**src/rtl/logic_op_unit.sv**
```systemverilog
// ---------------------------------------------------------------------------
// logic_op_unit
//
// Registered bitwise logic unit with valid/ready handshake on both sides.
// Ops 0-5 (AND, OR, XOR, NAND, NOR, XNOR) produce one result per beat.
// Ops 6/7 (ACC_AND, ACC_OR) fold every operand of a burst, delimited by
// in_last, into a single result together with the number of beats folded.
//
// Ports:
//   clk       rising-edge clock
//   rst       asynchronous active-high reset
//   in_valid  operand beat valid
//   in_ready  unit can accept a beat this cycle
//   in_a      operand A (WIDTH)
//   in_b      operand B (WIDTH)
//   in_op     operation select, sampled on the first beat of a burst
//   in_last   final beat of a burst
//   out_valid result valid
//   out_ready downstream accepts the result
//   out_y     result (WIDTH)
//   out_cnt   beats folded into out_y (CNT_W)
// ---------------------------------------------------------------------------
module logic_op_unit #(
    parameter int WIDTH = 8,
    parameter int CNT_W = 8
) (
    input  logic             clk,
    input  logic             rst,
    input  logic             in_valid,
    output logic             in_ready,
    input  logic [WIDTH-1:0] in_a,
    input  logic [WIDTH-1:0] in_b,
    input  logic [2:0]       in_op,
    input  logic             in_last,
    output logic             out_valid,
    input  logic             out_ready,
    output logic [WIDTH-1:0] out_y,
    output logic [CNT_W-1:0] out_cnt
);

    typedef enum logic {
        IDLE  = 1'b0,
        ACCUM = 1'b1
    } state_t;

    state_t             state_reg, state_next;
    logic [2:0]         op_reg, op_next;
    logic [WIDTH-1:0]   acc_reg, acc_next;
    logic [CNT_W-1:0]   cnt_reg, cnt_next;
    logic               valid_reg, valid_next;
    logic [WIDTH-1:0]   y_reg, y_next;
    logic [CNT_W-1:0]   ycnt_reg, ycnt_next;

    logic               beat;
    logic [3:0]         truth;
    logic [WIDTH-1:0]   first_val;
    logic [WIDTH-1:0]   acc_val;
    logic [CNT_W-1:0]   cnt_sat;
    logic               is_acc_op;

    // A beat may load while the held result leaves in the same cycle.
    assign in_ready = !valid_reg || out_ready;
    assign beat     = in_valid && in_ready;

    // Each op is expressed as a 2-input truth table indexed by {a,b}.
    // The accumulate ops reuse AND/OR for their first beat.
    always_comb begin
        truth = 4'b0000;
        case (in_op)
            3'd0: truth = 4'b1000;   // AND
            3'd1: truth = 4'b1110;   // OR
            3'd2: truth = 4'b0110;   // XOR
            3'd3: truth = 4'b0111;   // NAND
            3'd4: truth = 4'b0001;   // NOR
            3'd5: truth = 4'b1001;   // XNOR
            3'd6: truth = 4'b1000;   // ACC_AND first beat
            3'd7: truth = 4'b1110;   // ACC_OR first beat
            default: truth = 4'b0000;
        endcase
    end

    generate
        for (genvar gi = 0; gi < WIDTH; gi++) begin : g_bit
            assign first_val[gi] = truth[{in_a[gi], in_b[gi]}];
        end
    endgenerate

    assign is_acc_op = (in_op[2:1] == 2'b11);
    // op_reg[0] separates ACC_OR (7) from ACC_AND (6) during a burst.
    assign acc_val   = op_reg[0] ? (acc_reg | in_a | in_b) : (acc_reg & in_a & in_b);
    assign cnt_sat   = (&cnt_reg) ? cnt_reg : cnt_reg + CNT_W'(1);

    always_comb begin
        state_next = state_reg;
        op_next    = op_reg;
        acc_next   = acc_reg;
        cnt_next   = cnt_reg;
        valid_next = valid_reg;
        y_next     = y_reg;
        ycnt_next  = ycnt_reg;

        if (valid_reg && out_ready) begin
            valid_next = 1'b0;
        end

        if (beat) begin
            case (state_reg)
                IDLE: begin
                    op_next = in_op;
                    if (is_acc_op) begin
                        acc_next = first_val;
                        cnt_next = CNT_W'(1);
                    end
                    if (!is_acc_op || in_last) begin
                        y_next     = first_val;
                        ycnt_next  = CNT_W'(1);
                        valid_next = 1'b1;
                    end else begin
                        state_next = ACCUM;
                    end
                end
                ACCUM: begin
                    cnt_next = cnt_sat;
                    if (in_last) begin
                        y_next     = acc_val;
                        ycnt_next  = cnt_sat;
                        valid_next = 1'b1;
                        acc_next   = '0;
                        cnt_next   = '0;
                        state_next = IDLE;
                    end else begin
                        acc_next = acc_val;
                    end
                end
                default: state_next = IDLE;
            endcase
        end
    end

    always_ff @(posedge clk or posedge rst) begin
        if (rst) begin
            state_reg <= IDLE;
            op_reg    <= '0;
            acc_reg   <= '0;
            cnt_reg   <= '0;
            valid_reg <= 1'b0;
            y_reg     <= '0;
            ycnt_reg  <= '0;
        end else begin
            state_reg <= state_next;
            op_reg    <= op_next;
            acc_reg   <= acc_next;
            cnt_reg   <= cnt_next;
            valid_reg <= valid_next;
            y_reg     <= y_next;
            ycnt_reg  <= ycnt_next;
        end
    end

    assign out_valid = valid_reg;
    assign out_y     = y_reg;
    assign out_cnt   = ycnt_reg;

endmodule

```
**config.mk**
```make
export PLATFORM = sky130hd
export DESIGN_NAME = logic_op_unit
export DESIGN_NICKNAME = d
export VERILOG_FILES = /design/src/rtl/logic_op_unit.sv
export SDC_FILE = /design/constraint.sdc
export NUM_CORES = 1
export LEC_CHECK = 0
export CAP_MARGIN = 20
export CORE_MARGIN = 2
export CORE_UTILIZATION = 40
export CTS_CLUSTER_DIAMETER = 100
export CTS_CLUSTER_SIZE = 24
export DETAILED_ROUTE_END_ITERATION = 12
export SYNTH_ARGS = -nofsm -noshare
export SYNTH_HDL_FRONTEND = slang
export SYNTH_SLANG_ARGS = --single-unit
```
**constraint.sdc**
```tcl
create_clock -name clk -period 2.4 [get_ports clk]
set_clock_uncertainty 0.15 [all_clocks]
set_input_delay 0.48 -clock clk [delete_from_list [all_inputs] [get_ports clk]]
set_output_delay 0.48 -clock clk [all_outputs]
set_load 0.01 [all_outputs]
```
# After elaboration in Yosys (flattened, before gate mapping)

Memories as Yosys holds them, arrays and structs flattened.
Cells that the tools add are included.

Bits in registers: 35
ROM bits: 32
Input bits: 24
Output and inout bits: 18
Logic and storage cells: 74
Memories: 1

Memory list:

| memory           | depth | width | read ports | clocked after memory_dff | write ports | line | text |
|---|---|---|---|---|---|---|---|
| (name not given) | 8     | 4     | 1          | 0                        | 0           | 69   | `case (in_op)` |

Add/subtract/negate cells: 1
$lt $le $gt $ge: 8
Eq/ne operators: 4
Muxes and demuxes: 38
Bitwise gates (word level): 5
Reductions and logical operators: 10

Operators with widths:

| cell                                                                          | count |
|---|---|
| 8-bit two-way mux                                                             | 10 |
| 8-bit case mux with 2 select lines                                            | 4 |
| 2-bit by 3-bit less-than comparator with 1-bit output (second input constant) | 8 |
| 8-bit AND                                                                     | 2 |
| 1-bit binary-select mux with 2-bit select                                     | 8 |
| 8-bit OR                                                                      | 2 |
| 1-bit two-way mux                                                             | 14 |
| 8-bit by 1-bit adder with 8-bit output (second input constant)                | 1 |
| 8-bit AND reduction                                                           | 1 |
| 2-bit inequality test (second input constant)                                 | 3 |
| 1-bit case mux with 2 select lines                                            | 2 |
| 2-bit AND reduction                                                           | 2 |
| 3-bit AND reduction                                                           | 1 |
| 2-bit equality test (second input constant)                                   | 1 |
| 1-bit logical AND                                                             | 2 |
| 1-bit zero test                                                               | 2 |
| 1-bit logical OR                                                              | 2 |
| 1-bit inverter                                                                | 1 |

# Logic depth before layout (Yosys ltp)

Word-level depth: 6
Depth in mapped cells: 7
Gate-level depth less buffers: 5

# Worst setup path after synthesis

No wires, ideal clock.

Path type: reg2reg
From: register cnt_reg[0]
To: register cnt_reg[3]
Setup time: 0.069 ns
Arrival: 1.676 ns
Data required time: 2.181 ns
Setup slack: 0.505 ns
Cell stages (with the launch flop): 7
Path buffers: 1
Clock period less this slack: 1.895 ns
Cells stage by stage: dfrtp_1 > ha_1 > and3_4 > and2_4 > buf_6 > or4_1 > nand3_1

Word-level cells in the longest chain between the ends: 4
Elaborated cells on any way between the ends: 5
Those cells by class: 1 x add/sub; 3 x mux; 1 x reduce/logical

Ends and longest elaborated chain:

| element                                                                              | line | text |
|---|---|---|
| start, declared                                                                      | 49   | `logic [CNT_W-1:0] cnt_reg, cnt_next;` |
| start signal, assigned                                                               | 153  | `cnt_reg <= cnt_next;` |
| 8-bit by 1-bit adder with 8-bit output / 8-bit AND reduction (equally long branches) | 91   | `assign cnt_sat = (&cnt_reg) ? cnt_reg : cnt_reg + CNT_W'(1);` |
| 8-bit two-way mux *                                                                  | 91   |  |
| 8-bit two-way mux *                                                                  | 124  | `if (in_last) begin` |
| 8-bit case mux with 2 select lines *                                                 | 107  | `case (state_reg)` |

Mark *: on every way between the ends. The rest lies on a longest branch, timed or not.
A chain may end at the register's enable or synchronous reset.

# Worst setup path after layout

From: input out_ready
To: output in_ready

Word-level cells in the longest chain between the ends: 1

Ends and longest elaborated chain:

| element          | line | text |
|---|---|---|
| start, declared  | 36   | `input logic out_ready,` |
| 1-bit logical OR | 62   | `assign in_ready = !valid_reg \|\| out_ready;` |
| end, declared    | 30   | `output logic in_ready,` |

Every way passes these cells.

==> run summary <==
Cells after synthesis -> 300
Fillers -> 578
Chip width -> 81.4 µm
Critical path's largest stage delay -> 540 ps
Total GRT Usage -> 21.5%
Dpl hpwl -> 4.74 mm
Final WS setup -> 172 ps
CTS tree -> built
Port bufs -> 41
Fraction of layout cells with a size suffix above 1 -> 10.5%
Worst Reg-to-Reg Cells -> 5
Mux cell area share after synthesis -> 2.14%
Routed vias/inst -> 5.59
Post-synth cell types -> 48
Peak Freq -> 449 MHz
DR iter-0 viols -> 152
Site Rows -> 28
Number of enable flip-flop cells after synthesis -> 0
Largest net degree at the start of global routing -> 36
Clock latency on the worst-skew pair -> 290 ps
Logic pwr share -> 35.7%
First-pass GRT wire length -> 11.0 mm
Pre-CTS WS -> 163 ps
CTS Buf Count -> 5
Seq cells post-synth -> 35
Outcome -> finished, final reports clean
DRT Pass-1 Iters -> 4
Clock group share of total power -> 22.2%
H-tree levels -> 2
Worst hold start -> out_cnt[5]
Crit-path cells -> clkdlybuf4s50_1 -> nand2b_1 -> clkdlybuf4s50_1
Most frequent CP cell -> clkdlybuf4s50_1
Initial Util -> 41.0%
FF-to-FF End -> cnt_reg[3]
Leak -> 1.27 nW
Crit Path Max Fanout -> 3
Worst hold margin -> 328 ps
# DRC -> 0
Post-cts hold buffer count -> 0
Max VDD drop -> 0.000281 V
Ranking of synthesized cells by area -> dfrtp_1, a21oi_1, o21ai_0
Ant. Diodes -> 0
Critical path startpoint category -> input pin
Simple-gate portion of the synthesized area -> 21.4%
Post-CTS Setup Inserts -> 0
Adder-cell share of the synthesized area -> 0.522%
Cells resized by post-CTS repair -> 0
P_sw -> 686 µW
Setup Crit Path Kind -> input pin to output port
Maximum root-to-sink buffer count -> 2
Hold worst-path end -> out_cnt[5]
Num ports -> 42
Max-cap viol count -> 0
Clk pin slew, worst setup/hold paths -> 70 ps
RD Place Congestion -> 0.895
Arrival time at the worst endpoint -> 1600 ps
Min-Delay Path Class -> register to register
DRT Wirelength -> 6.35 mm
Antenna-violating nets left -> 0
Synth warn -> 0
Sequential share of power -> 42.1%
Die Ht -> 81.4 µm
Die Area -> 6630 µm²
Final Hold Fails -> 0
FFs w/ async S/R, synth -> 100%
Clock sink count -> 35
Syn Area/Cell -> 7.99 µm²
Top-count cell post-synth -> a21oi_1
Hold path depth -> 2
Switching Fraction -> 34.6%
PwrDens -> 646 nW/µm²
Min Tclk post-route -> 2230 ps
Vias -> 2,382
P_int -> 1.30 mW
Crit end category -> output port
Sequential share of the synthesized area -> 36.6%
Worst-margin pin slew -> 546 ps
Final setup vio count -> 0
Main combinational cell family by area after synthesis -> compound AO/OA/AOI/OAI gates
Initial antenna violation count -> 0
Synth Area in Compound Gates -> 30.1%
Reg-to-Reg Start -> cnt_reg[0]
Synth Flop Type -> dfrtp_1
Final net count -> 376
GRT Residual Overflow -> 0
Crit share post-route -> 92.8%
Routed wire per std cell -> 14.9 µm
Commonest cells in the netlist -> a21oi_1, o21ai_0, dfrtp_1, nor2_1, nand2_1
Netlist Area Pre-Place -> 2400 µm²
Vias in the first global route -> 2,244
Worst rel slew slack -> 63.6%
Yosys top cell by area -> dfrtp_1
Top-area cell type share of the netlist area -> 36.6%
Slew Viols, Final -> 0
CP required -> 1770 ps
Synth Net Count -> 325
RSZ-0062 raised after global routing -> no
Worst R2R Setup Slack -> 440 ps
Xor/xnor cell area share of the yosys netlist -> 3.29%
CTS Root Cell -> clkbuf_8
Layout area overhead -> 27.9%
Total negative slack -> 0 ps
Core Box Area -> 5850 µm²
Worst path slowest cell -> clkdlybuf4s50_1
## critical path: cells and delay by family
family,cells,cell delay [ps]
buffers and inverters,2,990
and+or+nand+nor,1,130
## power groups by stage
| stage | Sequential [mW] | Combinational [mW] | Clock [mW] |
|---|---|---|---|
| after CTS | 0.834 | 0.713 | 0.452 |
| final | 0.834 | 0.708 | 0.439 |
| after floorplan | 0.826 | 0.400 | 0 |
| after global routing | 0.855 | 0.796 | 0.480 |
| after detailed placement | 0.843 | 0.709 | 0 |
| after global placement | 0.841 | 0.695 | 0 |
## through the flow
| step | instance area (µm²) | total power, mW | std cells | utilization, % |
|---|---|---|---|---|
| 2_1_floorplan | 2400 | 1.23 | 300 | - |
| 3_3_place_gp | 2980 | 1.54 | 419 | 50.9 |
| 3_5_place_dp | 2980 | 1.55 | 419 | 50.9 |
| 4_1_cts | 3070 | 2.00 | 426 | 52.4 |
| 5_1_grt | 3070 | 2.13 | 426 | 52.4 |
| 6_report | 3070 | 1.98 | 426 | 52.4 |
## worst max-delay path by stage
stage,slack (ps),from,cells past startpoint,endpoint
2_1_floorplan,500,cnt_reg[0],6,cnt_reg[3]
3_3_place_gp,180,out_ready,3,in_ready
3_5_place_dp,160,in_a[6],5,out_y[6]
4_1_cts,160,out_ready,3,in_ready
5_1_grt,130,out_ready,3,in_ready
6_report,170,out_ready,3,in_ready
## layer usage
layer  wire (µm)  vias up  track usage (%)
met2        2950       51             34.7
met1        3080     1129             30.4
met5           0        -                0
li1            -     1195                -
met3         275        7             3.11
met4          55        0             5.08
## cells by family (layout without fill, tap and decap cells)
logic type,after synthesis,in the layout
buffers and inverters,31,82
flip-flops,35,35
adder cells (fa/ha/maj),1,1
AND/OR/NAND/NOR,97,97
multiplexers,5,5
XOR/XNOR,9,9
AO/OA/AOI/OAI,122,122
## final cells by class
type / instances / area (µm²) / area share [%]
tap: 75 / 93.8 / 3.06
sequential: 35 / 876 / 28.6
clock buffer: 6 / 82.6 / 2.69
timing repair buffer: 63 / 588 / 19.2
clock inverter: 1 / 5.00 / 0.163
multi-input combinational: 234 / 1380 / 44.9
inverter: 12 / 45.0 / 1.47
## cells in the final DEF, fill, tap and decap left out, types with 5 or more instances in the layout
cell type,n
nor2_1,27
buf_4,21
clkbuf_8,6
o211ai_1,8
o21bai_1,6
dfrtp_1,35
xor2_1,8
nand4_1,6
nand2_1,24
inv_1,11
nor3b_1,6
clkdlybuf4s50_1,41
a21oi_1,46
o21ai_0,37
nand3_1,7
and3b_1,7
o31ai_1,5
No activity file was read; power rests on OpenSTA's default activity.
